==> config.mk <==
export PLATFORM = sky130hd
export DESIGN_NAME = vt52_cmd_encoder_flat
export DESIGN_NICKNAME = d
export VERILOG_FILES = /design/src/rtl/vt52_cmd_encoder_if.sv /design/src/rtl/vt52_cmd_encoder.sv /design/src/flat_wrapper.sv
export SDC_FILE = /design/constraint.sdc
export NUM_CORES = 1
export LEC_CHECK = 0
export BUFFER_PORTS_ARGS = -buffer_cell sky130_fd_sc_hd__buf_4
export CORE_UTILIZATION = 57
export DETAILED_ROUTE_END_ITERATION = 10
export PLACE_DENSITY_LB_ADDON = 0.1
export SYNTH_ARGS = -nofsm -noshare
export SYNTH_HDL_FRONTEND = slang
export SYNTH_SLANG_ARGS = --single-unit
==> constraint.sdc <==
create_clock -name clock54 -period 4.48 [get_ports clock54]
set_input_delay 0 -clock clock54 [delete_from_list [all_inputs] [get_ports clock54]]
set_output_delay 0 -clock clock54 [all_outputs]
set_load 0.01 [all_outputs]
==> src/rtl/vt52_cmd_encoder_if.sv <==
// Command and byte-stream bundle between a VT52 command source and the encoder.
// A transfer on either stream happens on a rising clock54 edge where valid and ready are
// both high; once valid is raised, the producer holds valid and its payload until that edge.
interface vt52_cmd_encoder_if;
    logic       cmd_valid;
    logic       cmd_ready;
    logic [2:0] cmd_op;
    logic [6:0] cmd_char;
    logic [4:0] cmd_row;
    logic [6:0] cmd_col;
    logic       tx_valid;
    logic       tx_ready;
    logic [7:0] tx_data;
    logic       busy;

    modport master (
        output cmd_valid, cmd_op, cmd_char, cmd_row, cmd_col, tx_ready,
        input  cmd_ready, tx_valid, tx_data, busy
    );

    modport slave (
        input  cmd_valid, cmd_op, cmd_char, cmd_row, cmd_col, tx_ready,
        output cmd_ready, tx_valid, tx_data, busy
    );
endinterface

==> src/rtl/vt52_cmd_encoder.sv <==
// Turns one high-level display command at a time into its VT52 byte sequence,
// presented one byte per handshake on the tx stream.
module vt52_cmd_encoder #(
    parameter int unsigned FILL_AFTER_CLEAR = 0,
    parameter int unsigned ROWS             = 24,
    parameter int unsigned COLS             = 80
) (
    input  logic                clock54,
    input  logic                reset,
    vt52_cmd_encoder_if.slave   bus,
    output logic                dbg_state_o,
    output logic [4:0]          dbg_index_o
);
    typedef enum logic {
        IDLE = 1'b0,
        SEND = 1'b1
    } state_t;

    localparam logic [2:0] OP_PUTC    = 3'd0;
    localparam logic [2:0] OP_GOTO    = 3'd1;
    localparam logic [2:0] OP_CLEAR   = 3'd2;
    localparam logic [2:0] OP_EOL     = 3'd3;
    localparam logic [2:0] OP_NEWLINE = 3'd4;
    localparam logic [2:0] OP_BELL    = 3'd5;
    localparam logic [2:0] OP_GRAPH   = 3'd6;
    localparam logic [2:0] OP_REVLF   = 3'd7;

    localparam logic [4:0] ROW_MAX  = 5'(ROWS - 1);
    localparam logic [6:0] COL_MAX  = 7'(COLS - 1);
    localparam logic [4:0] FILL_LEN = 5'(FILL_AFTER_CLEAR);

    state_t     state_q, state_d;
    logic [4:0] idx_q, idx_d;
    logic [4:0] len_q, len_d;
    logic [2:0] op_q, op_d;
    logic [6:0] char_q, char_d;
    logic [4:0] row_q, row_d;
    logic [6:0] col_q, col_d;

    logic [4:0] row_clamp;
    logic [6:0] col_clamp;
    logic [4:0] cmd_len;
    logic [6:0] seq_byte;

    // Clamping happens here so the stored coordinates are always on-screen.
    assign row_clamp = (bus.cmd_row > ROW_MAX) ? ROW_MAX : bus.cmd_row;
    assign col_clamp = (bus.cmd_col > COL_MAX) ? COL_MAX : bus.cmd_col;

    always_comb begin
        cmd_len = 5'd2;
        case (bus.cmd_op)
            OP_PUTC, OP_BELL: cmd_len = 5'd1;
            OP_GOTO:          cmd_len = 5'd4;
            OP_CLEAR:         cmd_len = 5'd4 + FILL_LEN;
            default:          cmd_len = 5'd2;
        endcase
    end

    always_comb begin
        seq_byte = 7'h00;
        case (op_q)
            OP_PUTC: seq_byte = char_q;
            OP_GOTO: begin
                case (idx_q)
                    5'd0:    seq_byte = 7'h1B;
                    5'd1:    seq_byte = 7'h59;
                    5'd2:    seq_byte = 7'h20 + {2'b00, row_q};
                    default: seq_byte = 7'h20 + col_q;
                endcase
            end
            OP_CLEAR: begin
                case (idx_q)
                    5'd0:    seq_byte = 7'h1B;
                    5'd1:    seq_byte = 7'h48;
                    5'd2:    seq_byte = 7'h1B;
                    5'd3:    seq_byte = 7'h4A;
                    default: seq_byte = 7'h00;
                endcase
            end
            OP_EOL:     seq_byte = (idx_q == 5'd0) ? 7'h1B : 7'h4B;
            OP_NEWLINE: seq_byte = (idx_q == 5'd0) ? 7'h0D : 7'h0A;
            OP_BELL:    seq_byte = 7'h07;
            OP_GRAPH:   seq_byte = (idx_q == 5'd0) ? 7'h1B : (char_q[0] ? 7'h46 : 7'h47);
            OP_REVLF:   seq_byte = (idx_q == 5'd0) ? 7'h1B : 7'h49;
            default:    seq_byte = 7'h00;
        endcase
    end

    always_comb begin
        state_d = state_q;
        idx_d   = idx_q;
        len_d   = len_q;
        op_d    = op_q;
        char_d  = char_q;
        row_d   = row_q;
        col_d   = col_q;
        case (state_q)
            IDLE: begin
                if (bus.cmd_valid) begin
                    op_d    = bus.cmd_op;
                    char_d  = bus.cmd_char;
                    row_d   = row_clamp;
                    col_d   = col_clamp;
                    len_d   = cmd_len;
                    idx_d   = 5'd0;
                    state_d = SEND;
                end
            end
            SEND: begin
                if (bus.tx_ready) begin
                    if (idx_q == len_q - 5'd1) begin
                        idx_d   = 5'd0;
                        state_d = IDLE;
                    end else begin
                        idx_d = idx_q + 5'd1;
                    end
                end
            end
            default: state_d = IDLE;
        endcase
    end

    always_ff @(posedge clock54) begin
        if (reset) begin
            state_q <= IDLE;
            idx_q   <= 5'd0;
            len_q   <= 5'd0;
            op_q    <= 3'd0;
            char_q  <= 7'd0;
            row_q   <= 5'd0;
            col_q   <= 7'd0;
        end else begin
            state_q <= state_d;
            idx_q   <= idx_d;
            len_q   <= len_d;
            op_q    <= op_d;
            char_q  <= char_d;
            row_q   <= row_d;
            col_q   <= col_d;
        end
    end

    // Outputs come straight from registered state, so they hold steady while stalled.
    assign bus.cmd_ready = (state_q == IDLE);
    assign bus.busy      = (state_q != IDLE);
    assign bus.tx_valid  = (state_q == SEND);
    assign bus.tx_data   = (state_q == SEND) ? {1'b0, seq_byte} : 8'h00;
    assign dbg_state_o   = logic'(state_q);
    assign dbg_index_o   = idx_q;
endmodule

==> src/flat_wrapper.sv <==
// flat-port wrapper written by rule: the top's interface ports become plain ports
module vt52_cmd_encoder_flat 
#(
    parameter int unsigned FILL_AFTER_CLEAR = 0,
    parameter int unsigned ROWS             = 24,
    parameter int unsigned COLS             = 80
)
  (clock54, reset, dbg_state_o, dbg_index_o, bus_cmd_valid, bus_cmd_op, bus_cmd_char, bus_cmd_row, bus_cmd_col, bus_tx_ready, bus_cmd_ready, bus_tx_valid, bus_tx_data, bus_busy);
  vt52_cmd_encoder_if bus_i ();
  input  logic clock54;
  input  logic reset;
  output logic dbg_state_o;
  output logic [4:0] dbg_index_o;
  input wire logic [$bits(bus_i.cmd_valid)-1:0] bus_cmd_valid;
  input wire logic [$bits(bus_i.cmd_op)-1:0] bus_cmd_op;
  input wire logic [$bits(bus_i.cmd_char)-1:0] bus_cmd_char;
  input wire logic [$bits(bus_i.cmd_row)-1:0] bus_cmd_row;
  input wire logic [$bits(bus_i.cmd_col)-1:0] bus_cmd_col;
  input wire logic [$bits(bus_i.tx_ready)-1:0] bus_tx_ready;
  output wire logic [$bits(bus_i.cmd_ready)-1:0] bus_cmd_ready;
  output wire logic [$bits(bus_i.tx_valid)-1:0] bus_tx_valid;
  output wire logic [$bits(bus_i.tx_data)-1:0] bus_tx_data;
  output wire logic [$bits(bus_i.busy)-1:0] bus_busy;
  assign bus_i.cmd_valid = bus_cmd_valid;
  assign bus_i.cmd_op = bus_cmd_op;
  assign bus_i.cmd_char = bus_cmd_char;
  assign bus_i.cmd_row = bus_cmd_row;
  assign bus_i.cmd_col = bus_cmd_col;
  assign bus_i.tx_ready = bus_tx_ready;
  assign bus_cmd_ready = bus_i.cmd_ready;
  assign bus_tx_valid = bus_i.tx_valid;
  assign bus_tx_data = bus_i.tx_data;
  assign bus_busy = bus_i.busy;
  vt52_cmd_encoder #(.FILL_AFTER_CLEAR(FILL_AFTER_CLEAR), .ROWS(ROWS), .COLS(COLS)) u_core (.clock54(clock54), .reset(reset), .bus(bus_i), .dbg_state_o(dbg_state_o), .dbg_index_o(dbg_index_o));
endmodule
Yosys cells after proc, flatten, opt, wreduce, memory -nomap -nowiden
Cells that the tools add are included.
{ "totals": {"wordCells": 58, "ff_bits": 33, "inputBits": 26} }
{ "op_classes": {"magnitude_cmp": 2, "n_reduce_logical": 8, "bitwise_logic": 1, "addsub": 4, "n_mux": 20, "eq_ne": 16} }
{ "ops": {"columns": ["operator", "n"], "rows": [
  ["$pmux 7 s8", 1],
  ["$pmux 7 s3", 2],
  ["$mux 7", 5],
  ["$mux 5", 4],
  ["$eq 3x3->1 const B", 5],
  ["$eq 5x2->1 const B", 2],
  ["$pmux 5 s2", 1],
  ["$eq 3x2->1 const B", 3],
  ["$add 6x5->7 const A", 1],
  ["$add 6x7->7 const A", 1],
  ["$gt 7x7->1 const B", 1],
  ["$eq 3x1->1 const B", 2],
  ["$logic_not 3->1", 2],
  ["$pmux 3 s2", 1],
  ["$reduce_or 2->1", 3],
  ["$add 5x1->5 const B", 1],
  ["$eq 5x1->1 const B", 1],
  ["$eq 5x5->1", 1],
  ["$gt 5x5->1 const B", 1],
  ["$logic_not 5->1", 1],
  ["$sub 5x1->5 const B", 1],
  ["$mux 1", 4],
  ["$ne 2x2->1 const B", 2],
  ["$reduce_and 2->1", 2],
  ["3 further kinds", 3]
]} }

Logic depth before layout (Yosys ltp)
Gate-level depths: netlist (run 1).
{ "logic_depth": {"ltp_word": 5, "depth_mapped": 7, "ltp_nobuf": 7} }

Worst setup path after synthesis (run 1)
No wires, ideal clock.
{ "synth_timing": {"path_kind": "register to output", "start": "register u_core.idx_q[0] (netlist: u_core.dbg_index_o[0])", "end": "output bus_tx_data[1]", "arrival_ps": 1707, "path_slack_ps": 2773, "stages_incl_launch_ff": 7, "path_buffers": 1, "path_cell_list": "dfxtp_1 > inv_1 > ha_1 > clkbuf_1 > a32o_1 > or3_1 > a41oi_2"} }
{ "synth_via": {"elab_chain_len": 5} }
{ "synth_lines": {"columns": ["element", "line", "rtl"], "rows": [
  ["start, declared", "vt52_cmd_encoder.sv:33", "logic [4:0] idx_q, idx_d;"],
  ["start signal, assigned", "vt52_cmd_encoder.sv:134", "idx_q <= idx_d;"],
  ["$eq 5x2->1 / $logic_not 5->1 (equally long branches)", "vt52_cmd_encoder.sv:64, vt52_cmd_encoder.sv:72, vt52_cmd_encoder.sv:81", null],
  ["$reduce_or 2->1 (no source line)", null, null],
  ["$pmux 7 s3", "vt52_cmd_encoder.sv:72", "case (idx_q)"],
  ["$pmux 7 s8 (*)", "vt52_cmd_encoder.sv:61", "case (op_q)"],
  ["$mux 7 (*)", "vt52_cmd_encoder.sv:147", "assign bus.tx_data = (state_q == SEND) ? {1'b0, seq_byte} : 8'h00;"],
  ["end, declared", "flat_wrapper.sv:22", "output wire logic [$bits(bus_i.tx_data)-1:0] bus_tx_data;"]
]} }
Every way passes the cells marked *; elsewhere a longest branch is shown, timed or not.

Worst setup path after layout (run 1)
{ "layout_timing": {"start": "register u_core.idx_q[0] (netlist: u_core.dbg_index_o[0])", "end": "output bus_tx_data[3]"} }
{ "layout_via": {"elab_chain_len": 5} }
{ "layout_lines": {"columns": ["element", "line"], "rows": [
  ["$eq 5x2->1 / $logic_not 5->1 (equally long branches)", "vt52_cmd_encoder.sv:64, vt52_cmd_encoder.sv:72, vt52_cmd_encoder.sv:83"],
  ["$reduce_or 2->1 (no source line)", null],
  ["$pmux 7 s3", "vt52_cmd_encoder.sv:72"],
  ["$pmux 7 s8 (*)", "vt52_cmd_encoder.sv:61"],
  ["$mux 7 (*)", "vt52_cmd_encoder.sv:147"]
]} }
Marked as above.

==> results of run 1 <==
==> what timing repair did <==
action                    4_1_cts  5_1_grt
gates resized for setup         0        0
hold buffers                   24        0
hold endpoints to repair       25        0
==> worst max-delay path: cells and delay by family, from the launching register on <==
kind / cells / cell delay (ps)
AO/OA/AOI/OAI: 3 / 530
flip-flops: 1 / 490
adder cells (fa/ha/maj): 1 / 340
AND/OR/NAND/NOR: 1 / 330
buffers and inverters: 2 / 280
==> per-stage QoR <==
| step | cell area (sq um) | instances | total power (W) | worst slack (ps) |
|---|---|---|---|---|
| 5_1_grt | 2425 | 342 | 0.0007154 | 1993 |
| 2_1_floorplan | 1831 | 245 | 0.0003888 | 2773 |
| 3_3_place_gp | 2098 | 310 | 0.0004332 | 2619 |
| 6_report | 2425 | 342 | 0.0006845 | 2150 |
| 4_1_cts | 2425 | 342 | 0.0006820 | 2169 |
| 3_5_place_dp | 2098 | 310 | 0.0004345 | 2556 |
==> power groups by stage <==
| stage | Sequential (W) | Clock [W] | Combinational (W) |
|---|---|---|---|
| final | 0.000307 | 0.000236 | 0.000141 |
| after global routing | 0.000309 | 0.000251 | 0.000155 |
| after CTS | 0.000306 | 0.000237 | 0.000139 |
| after detailed placement | 0.000313 | 0 | 0.000122 |
| after global placement | 0.000312 | 0 | 0.000121 |
| after floorplan | 0.000305 | 0 | 0.0000841 |
==> area by class of cell <==
type / instances / area, sq um
clock buffers: 6 / 51.30
clock inverters: 2 / 35.03
fillers: 225 / 628.1
inverters: 10 / 37.54
multi-input cells: 183 / 1070
flip-flops and latches: 31 / 620.6
well taps: 44 / 55.05
repair buffers: 66 / 555.5
==> per-layer routing <==
layer | track usage | part of all wire | vias up
met5 | 0 | 0 | -
met4 | 0.1293 | 0.018 | 0
met2 | 0.4778 | 0.48 | 69
li1 | - | - | 956
met3 | 0.04835 | 0.061 | 10
met1 | 0.4252 | 0.44 | 905
==> registers in the layout, summed over array words and instances (netlist names) <==
signal	cells
u_core.bus.busy	1
u_core.char_q	7
u_core.col_q	7
u_core.dbg_index_o	5
u_core.len_q	3
u_core.op_q	3
u_core.row_q	5
==> placed cells by master, fill, tap and decap left out, types with 6 or more instances in the layout <==
master	n
sky130_fd_sc_hd__buf_4	42
sky130_fd_sc_hd__nand2_1	37
sky130_fd_sc_hd__dfxtp_1	31
sky130_fd_sc_hd__a21oi_1	29
sky130_fd_sc_hd__dlygate4sd3_1	24
sky130_fd_sc_hd__nor2_1	23
sky130_fd_sc_hd__inv_1	9
sky130_fd_sc_hd__nor3_1	8
sky130_fd_sc_hd__o21ai_0	7
sky130_fd_sc_hd__xor2_1	7
sky130_fd_sc_hd__nand3_1	6
sky130_fd_sc_hd__ha_1	6
==> cells by family after synthesis <==
group                      count (synthesis)  share of synthesized area
and+or+nand+nor                           93                     0.2345
AOI/OAI and AO/OA                         73                     0.2591
buffers and inverters                     31                    0.07655
DFF                                       31                     0.3390
xor gates and xnor gates                  10                    0.04785
adders and majority gates                  6                    0.04101
other                                      1                   0.002049
==> final timing paths <==
path	end	depth (start not counted)
worst min register to register	u_core.char_q[6]	2
worst min-delay path	u_core.row_q[0]	2
worst max register to register	u_core.dbg_index_o[3]	7
worst max-delay path	bus_tx_data[3]	7
==> Yosys cell counts, drive strengths merged <==
library cell	count
a2111oi	1
a211oi	5
a21o	3
a21oi	29
a221o	1
a221oi	2
a22o	1
a31oi	1
a32o	2
a41oi	1
and2	3
buf	7
clkbuf	14
conb	1
dfxtp	31
ha	6
inv	10
nand2	37
nand2b	2
nand3	6
nand3b	4
nand4	1
nor2	23
nor2b	3
nor3	9
nor4	1
o2111ai	1
o211ai	4
o21a	1
o21ai	10
o221ai	4
o22ai	5
o2bb2ai	1
o41ai	1
or2	2
or3	2
xnor2	3
xor2	7
==> report_table.html, run 1 <==
<table>
<tr><th>Metric</th><th>Value</th></tr>
<tr><th colspan="2">Status</th></tr>
<tr><td>Outcome</td><td>completed</td></tr>
<tr><th colspan="2">Min path</th></tr>
<tr><td>Type of the most critical hold path</td><td>in -&gt; reg</td></tr>
<tr><td>HP Start</td><td>reset</td></tr>
<tr><th colspan="2">Routing</th></tr>
<tr><td>Number of DRC markers after the initial detailed-route iteration</td><td>106</td></tr>
<tr><td>Vias</td><td>1940</td></tr>
<tr><td>Routed wire per std cell</td><td>14.42 um</td></tr>
<tr><td>1st-pass router iterations</td><td>4</td></tr>
<tr><td>Remaining design rule violation count</td><td>0</td></tr>
<tr><td>Antenna Nets Post-Route</td><td>0</td></tr>
<tr><td>Routed Wire Length</td><td>4933 um</td></tr>
<tr><td>Mean number of vias per cell</td><td>5.673</td></tr>
<tr><th colspan="2">STA</th></tr>
<tr><td>Setup total negative slack</td><td>0 ps</td></tr>
<tr><td>Max Transition Viols Final</td><td>0</td></tr>
<tr><td>Slew Limit Headroom</td><td>0.4689</td></tr>
<tr><td>Pin slew with the least headroom to its limit</td><td>796.7 ps</td></tr>
<tr><td>Hold violation count in the final report</td><td>0</td></tr>
<tr><td>Fmax</td><td>429.2 MHz</td></tr>
<tr><td>Final setup viols</td><td>0</td></tr>
<tr><td>Maximum clock skew at final layout</td><td>9.212 ps</td></tr>
<tr><td>Minimum clock period after layout</td><td>2330 ps</td></tr>
<tr><td>Unrepaired setup endpoints after global routing</td><td>false</td></tr>
<tr><td>Portion of the clock cycle consumed by the worst path in the final layout</td><td>0.5200</td></tr>
<tr><td>Worst hold slack across all endpoints</td><td>26.51 ps</td></tr>
<tr><th colspan="2">Finish</th></tr>
<tr><td>Antenna cells</td><td>0</td></tr>
<tr><td>Synthesis-to-finish area growth</td><td>32.47%</td></tr>
<tr><td>Number of nets at the end of the flow</td><td>329</td></tr>
<tr><td>Final Core Density</td><td>0.7943</td></tr>
<tr><td>Fraction of final layout cells with drive strength greater than 1</td><td>0.1846</td></tr>
<tr><th colspan="2">GRT</th></tr>
<tr><td>Largest net degree at the start of global routing</td><td>33</td></tr>
<tr><td>Vias in the first global route</td><td>1721</td></tr>
<tr><td>Initial antenna violation count</td><td>0</td></tr>
<tr><td>Remaining global-route overflow</td><td>0</td></tr>
<tr><td>First-pass GRT wire length</td><td>7921 um</td></tr>
<tr><td>Global-route usage over all layers</td><td>0.3074</td></tr>
<tr><th colspan="2">Critical path</th></tr>
<tr><td>Worst-case register-to-register setup slack</td><td>2630 ps</td></tr>
<tr><td>Start of the worst register-to-register path</td><td>u_core.len_q[0]</td></tr>
<tr><td>Crit-path cells</td><td>inv_1 &gt; ha_1 &gt; or2_2 &gt; o21a_1 &gt; o221ai_1 &gt; a31oi_1 &gt; buf_4</td></tr>
<tr><td>Largest fanout on the critical path</td><td>11</td></tr>
<tr><td>Peak per-stage delay on the critical path</td><td>490 ps</td></tr>
<tr><td>Crit Path Category</td><td>reg -&gt; out</td></tr>
<tr><td>Sort of element at the start of the critical path</td><td>register</td></tr>
<tr><td>Start point of the critical path</td><td>u_core.dbg_index_o[0]</td></tr>
<tr><td>Worst-path cell with the longest stage delay</td><td>sky130_fd_sc_hd__dfxtp_1</td></tr>
<tr><td>Endpoint class of the critical path</td><td>output port</td></tr>
<tr><td>Data required, critical path</td><td>4480 ps</td></tr>
<tr><td>Arrival time reported for the critical path endpoint</td><td>2330 ps</td></tr>
<tr><th colspan="2">Floorplanning</th></tr>
<tr><td>Horiz. Die Dim</td><td>58.67 um</td></tr>
<tr><td>Die Footprint</td><td>0.003442 sq mm</td></tr>
<tr><td>Die boundary height</td><td>58.67 um</td></tr>
<tr><td>Core Region</td><td>0.003053 sq mm</td></tr>
<tr><td>Starting Density</td><td>0.5996</td></tr>
<tr><td>Top Ports</td><td>43</td></tr>
<tr><td>FP Rows</td><td>20</td></tr>
<tr><th colspan="2">Power and ir drop</th></tr>
<tr><td>Share of power burned in the clock network</td><td>0.344</td></tr>
<tr><td>Leak Pwr</td><td>0.9828 nW</td></tr>
<tr><td>Part of the power in combinational logic</td><td>0.207</td></tr>
<tr><td>Proportion of total power due to net switching</td><td>0.2796</td></tr>
<tr><td>P_int</td><td>0.0004931 W</td></tr>
<tr><td>Ratio of total power to cell area</td><td>282.3 mW/mm^2</td></tr>
<tr><td>NetSw</td><td>0.0001914 W</td></tr>
<tr><td>Worst VDD drop</td><td>0.0002364 V</td></tr>
<tr><td>Power share of the sequential group</td><td>0.449</td></tr>
<tr><th colspan="2">Synth</th></tr>
<tr><td>Main area contributors after synthesis</td><td>sky130_fd_sc_hd__dfxtp_1 (34%), sky130_fd_sc_hd__a21oi_1 (7.9%), sky130_fd_sc_hd__nand2_1 (7.6%)</td></tr>
<tr><td>Post-Syn Area</td><td>0.001831 sq mm</td></tr>
<tr><td>Count of warnings emitted by yosys</td><td>0</td></tr>
<tr><td>Share of the yosys chip area belonging to registers</td><td>0.3390</td></tr>
<tr><td>Avg Synthesized Cell Area</td><td>7.471 sq um</td></tr>
<tr><td>Cell count after synthesis</td><td>245</td></tr>
<tr><td>Number of library cell types mapped by synthesis</td><td>44</td></tr>
<tr><td>Post-synthesis sequential element count</td><td>31</td></tr>
<tr><td>Synth area leader</td><td>sky130_fd_sc_hd__dfxtp_1</td></tr>
<tr><td>Share of the synthesized area in the top cell type</td><td>0.3390</td></tr>
<tr><td>Syn_nets</td><td>277</td></tr>
<tr><th colspan="2">Flow run</th></tr>
<tr><td>Max capacitance violation total</td><td>0</td></tr>
<tr><th colspan="2">Clocking</th></tr>
<tr><td>Maximum number of buffers from clock root to sink</td><td>2</td></tr>
<tr><td>Clock net sink count</td><td>31</td></tr>
<tr><td>Clock latency of the later-clocked register in the worst-skew pair</td><td>350 ps</td></tr>
<tr><td>Root buffer selected by CTS</td><td>sky130_fd_sc_hd__clkbuf_4</td></tr>
<tr><td>Clk pin slew, worst setup/hold paths</td><td>110 ps</td></tr>
<tr><td>CTS buffer count</td><td>5</td></tr>
<tr><td>Number of buffers added for setup after CTS</td><td>0</td></tr>
<tr><td>Max H-tree Level</td><td>2</td></tr>
<tr><td>TritonCTS clock tree</td><td>built</td></tr>
<tr><th colspan="2">Place</th></tr>
<tr><td>Placer congestion estimate</td><td>0.8918</td></tr>
<tr><td>Half-perimeter wire length after placement</td><td>3067 um</td></tr>
<tr><td>Port Buffers</td><td>41</td></tr>
</table>
Note: power is estimated with default switching activity, not from simulation.
==> run 2: changes to the inputs <==
- CORE_UTILIZATION: 57 -> 48
- clock period: 4.48 -> 2.1 ns (I/O delays scaled with it)
==> run 2 against run 1 <==
Sequential cell count unchanged; hold slack worse by 22 ps; sequential share of layout area down 0.27 points; combinational power up 120%; highest routed layer unchanged; sequential power increased by 110%; via count is 1.0% lower; routed wire length down 3.3%; total power up 110%; core utilization is 12 points lower; worst setup slack worse by 2000 ps; first-iteration DRC count grew 61%.
==> report_table.html, run 2 (synthesis gave the netlist of run 1 again) <==
<table>
<tr><th>Metric</th><th>Value</th></tr>
<tr><th colspan="2">Critical path</th></tr>
<tr><td>Delay-heaviest family, CP</td><td>compound AO/OA/AOI/OAI gates</td></tr>
<tr><td>Crit-path cells</td><td>buf_4 &gt; ha_2 &gt; or2_2 &gt; o21a_1 &gt; o221ai_1 &gt; a31oi_1 &gt; buf_4</td></tr>
<tr><td>Crit Path Category</td><td>reg -&gt; out</td></tr>
<tr><td>Largest fanout on the critical path</td><td>6 (-5)</td></tr>
<tr><td>Arrival time reported for the critical path endpoint</td><td>1970 ps (-360 ps)</td></tr>
<tr><td>Sort of element at the start of the critical path</td><td>register</td></tr>
<tr><td>Peak per-stage delay on the critical path</td><td>310 ps (-180 ps)</td></tr>
<tr><td>Most used cell along the critical path</td><td>sky130_fd_sc_hd__buf_4</td></tr>
<tr><td>Worst Path Buf+Inv</td><td>2 (unchanged)</td></tr>
<tr><td>Data required, critical path</td><td>2100 ps (-2380 ps)</td></tr>
<tr><td>Worst-path cell with the longest stage delay</td><td>sky130_fd_sc_hd__dfxtp_1</td></tr>
<tr><td>Endpoint class of the critical path</td><td>output port</td></tr>
<tr><th colspan="2">Power and ir drop</th></tr>
<tr><td>Part of the power in combinational logic</td><td>0.217 (+0.010)</td></tr>
<tr><td>NetSw</td><td>0.0004058 W (+110%)</td></tr>
<tr><td>Worst VDD drop</td><td>0.0003628 V (+53%)</td></tr>
<tr><td>Proportion of total power due to net switching</td><td>0.2877 (+0.008107)</td></tr>
<tr><td>Share of power burned in the clock network</td><td>0.322 (-0.022)</td></tr>
<tr><td>Leak Pwr</td><td>0.9980 nW (+1.6%)</td></tr>
<tr><td>Power share of the sequential group</td><td>0.460 (+0.011)</td></tr>
<tr><td>P_int</td><td>0.001005 W (+100%)</td></tr>
<tr><td>Ratio of total power to cell area</td><td>575.5 mW/mm^2 (+100%)</td></tr>
<tr><th colspan="2">STA</th></tr>
<tr><td>Minimum clock period after layout</td><td>1967 ps</td></tr>
<tr><td>Final setup slack of the worst path</td><td>133.3 ps (-2017 ps)</td></tr>
<tr><td>Maximum clock skew at final layout</td><td>3.369 ps (-5.843 ps)</td></tr>
<tr><td>Unrepaired setup endpoints after global routing</td><td>false</td></tr>
<tr><td>Setup total negative slack</td><td>0 ps (unchanged)</td></tr>
<tr><td>Max Transition Viols Final</td><td>0 (unchanged)</td></tr>
<tr><td>Hold violation count in the final report</td><td>0 (unchanged)</td></tr>
<tr><td>Portion of the clock cycle consumed by the worst path in the final layout</td><td>0.9365</td></tr>
<tr><td>Fmax</td><td>508.5 MHz</td></tr>
<tr><td>Final setup viols</td><td>0 (unchanged)</td></tr>
<tr><th colspan="2">Finish</th></tr>
<tr><td>Top library cells by usage in the layout, fill and taps aside</td><td>sky130_fd_sc_hd__buf_4 (52), sky130_fd_sc_hd__nand2_1 (37), sky130_fd_sc_hd__dfxtp_1 (31), sky130_fd_sc_hd__a21oi_1 (29), sky130_fd_sc_hd__nor2_1 (23)</td></tr>
<tr><td>Fraction of final layout cells with drive strength greater than 1</td><td>0.2185 (+0.03398)</td></tr>
<tr><td>Antenna cells</td><td>0 (unchanged)</td></tr>
<tr><td>Number of nets at the end of the flow</td><td>333 (+1.2%)</td></tr>
<tr><td>Final Core Density</td><td>0.6695 (-0.1247)</td></tr>
<tr><td>Commonest non-fill, non-tap cell in the layout</td><td>sky130_fd_sc_hd__buf_4</td></tr>
<tr><td>Synthesis-to-finish area growth</td><td>33.90%</td></tr>
<tr><td>Post-route design area</td><td>0.002451 sq mm (+1.1%)</td></tr>
<tr><td>Filler cells</td><td>336 (+49%)</td></tr>
<tr><td>Number of non-filler instances in the completed layout</td><td>350 (+2.3%)</td></tr>
<tr><td>Registers with the most flip-flops</td><td>u_core.char_q x7, u_core.col_q x7</td></tr>
<tr><th colspan="2">Place</th></tr>
<tr><td>Worst setup slack before clock tree synthesis</td><td>330.5 ps (-2225 ps)</td></tr>
<tr><td>Cell area reported after detailed placement</td><td>0.002156 sq mm (+2.7%)</td></tr>
<tr><td>Post-placement cell count</td><td>321 (+3.5%)</td></tr>
<tr><td>Port Buffers</td><td>41 (unchanged)</td></tr>
<tr><td>Half-perimeter wire length after placement</td><td>3238 um (+5.6%)</td></tr>
<tr><td>Placer congestion estimate</td><td>0.8681 (-2.7%)</td></tr>
<tr><th colspan="2">Min path</th></tr>
<tr><td>Type of the most critical hold path</td><td>in -&gt; reg</td></tr>
<tr><th colspan="2">Floorplanning</th></tr>
<tr><td>Horiz. Die Dim</td><td>63.76 um (+8.7%)</td></tr>
<tr><td>Die Footprint</td><td>0.004065 sq mm (+18%)</td></tr>
<tr><td>Top Ports</td><td>43 (unchanged)</td></tr>
<tr><td>Starting Density</td><td>0.5000 (-0.09959)</td></tr>
<tr><td>FP Rows</td><td>22 (+10%)</td></tr>
<tr><td>Die boundary height</td><td>63.76 um (+8.7%)</td></tr>
<tr><td>Core Region</td><td>0.003661 sq mm (+20%)</td></tr>
<tr><th colspan="2">GRT</th></tr>
<tr><td>Initial antenna violation count</td><td>0 (unchanged)</td></tr>
<tr><td>Largest net degree at the start of global routing</td><td>33 (unchanged)</td></tr>
<tr><td>Vias in the first global route</td><td>1718 (-0.17%)</td></tr>
<tr><td>First-pass GRT wire length</td><td>8059 um (+1.7%)</td></tr>
<tr><td>Remaining global-route overflow</td><td>0 (unchanged)</td></tr>
<tr><td>Global-route usage over all layers</td><td>0.2575 (-0.04994)</td></tr>
<tr><th colspan="2">Clocking</th></tr>
<tr><td>Clk pin slew, worst setup/hold paths</td><td>60 ps (-50 ps)</td></tr>
<tr><td>Clock net sink count</td><td>31 (unchanged)</td></tr>
<tr><td>Maximum number of buffers from clock root to sink</td><td>2 (unchanged)</td></tr>
<tr><td>Root buffer selected by CTS</td><td>sky130_fd_sc_hd__clkbuf_8</td></tr>
<tr><td>Clock latency of the later-clocked register in the worst-skew pair</td><td>290 ps (-60 ps)</td></tr>
<tr><td>TritonCTS clock tree</td><td>built</td></tr>
<tr><td>CTS buffer count</td><td>5 (unchanged)</td></tr>
<tr><td>Max H-tree Level</td><td>2 (unchanged)</td></tr>
<tr><th colspan="2">Routing</th></tr>
<tr><td>Routed wire per std cell</td><td>13.63 um (-5.5%)</td></tr>
<tr><td>1st-pass router iterations</td><td>7 (+3)</td></tr>
<tr><td>Mean number of vias per cell</td><td>5.486 (-3.3%)</td></tr>
<tr><td>Remaining design rule violation count</td><td>0 (unchanged)</td></tr>
<tr><td>Vias</td><td>1920 (-1.0%)</td></tr>
<tr><td>Routed Wire Length</td><td>4771 um (-3.3%)</td></tr>
<tr><td>Antenna Nets Post-Route</td><td>0 (unchanged)</td></tr>
<tr><td>Number of DRC markers after the initial detailed-route iteration</td><td>171 (+61%)</td></tr>
<tr><th colspan="2">Status</th></tr>
<tr><td>Outcome</td><td>completed</td></tr>
<tr><th colspan="2">Flow run</th></tr>
<tr><td>Max capacitance violation total</td><td>0 (unchanged)</td></tr>
</table>
[run 2: metal layers]
layer	track usage	up-vias	share of wire
met1	0.3567	897	0.49
met3	0.05714	4	0.052
met4	0.07670	0	0.0094
li1	-	963	-
met2	0.3976	56	0.45
met5	0	-	0
[run 2: power by group through the flow]
stage / logic (W) / registers, W / clock network (W)
floorplan: 0.000179 / 0.000650 / 0
global placement: 0.000275 / 0.000661 / 0
detailed placement: 0.000276 / 0.000662 / 0
CTS: 0.000304 / 0.000649 / 0.000466
global route: 0.000343 / 0.000653 / 0.000496
finish: 0.000307 / 0.000649 / 0.000454
[run 2: layout make-up]
cell class | count | area (sq um) | share of cell area
Multi-Input combinational cell | 183 | 1081 | 0.4410
Sequential cell | 31 | 620.6 | 0.2532
Timing Repair Buffer | 70 | 570.5 | 0.2328
Clock buffer | 7 | 76.32 | 0.03114
Tap cell | 48 | 60.06 | 0.02450
Inverter | 10 | 37.54 | 0.01531
Clock inverter | 1 | 5.005 | 0.002042
[run 2: what timing repair did]
item,in CTS,in global routing
endpoints found under the hold margin,19,0
endpoints found under the setup margin,0,5
resized for setup,0,3
hold buffers,18,0
setup buffers,0,3
[run 2: through the flow]
stage	total power, W	hold WS [ps]
floorplan	0.0008295	103.0
detailed placement	0.0009380	252.6
CTS	0.001418	1.042
finish	0.001411	4.774
global route	0.001492	3.313
global placement	0.0009358	232.3
[run 2: path summary, 6_finish.rpt]
check,endpoint,cells past startpoint,slack (ps),start
setup / recovery,bus_tx_data[3],7,130,u_core.dbg_index_o[0]
hold / removal,u_core.row_q[3],3,5,bus_cmd_row[3]
setup reg to reg,u_core.dbg_index_o[4],7,340,u_core.len_q[0]
hold reg to reg,u_core.char_q[2],2,460,u_core.char_q[2]
[run 2: tightest hold or removal path, stage by stage]
cell                       delay [ps]
sky130_fd_sc_hd__buf_4            120
sky130_fd_sc_hd__nand3b_1          70
sky130_fd_sc_hd__a21oi_1           60
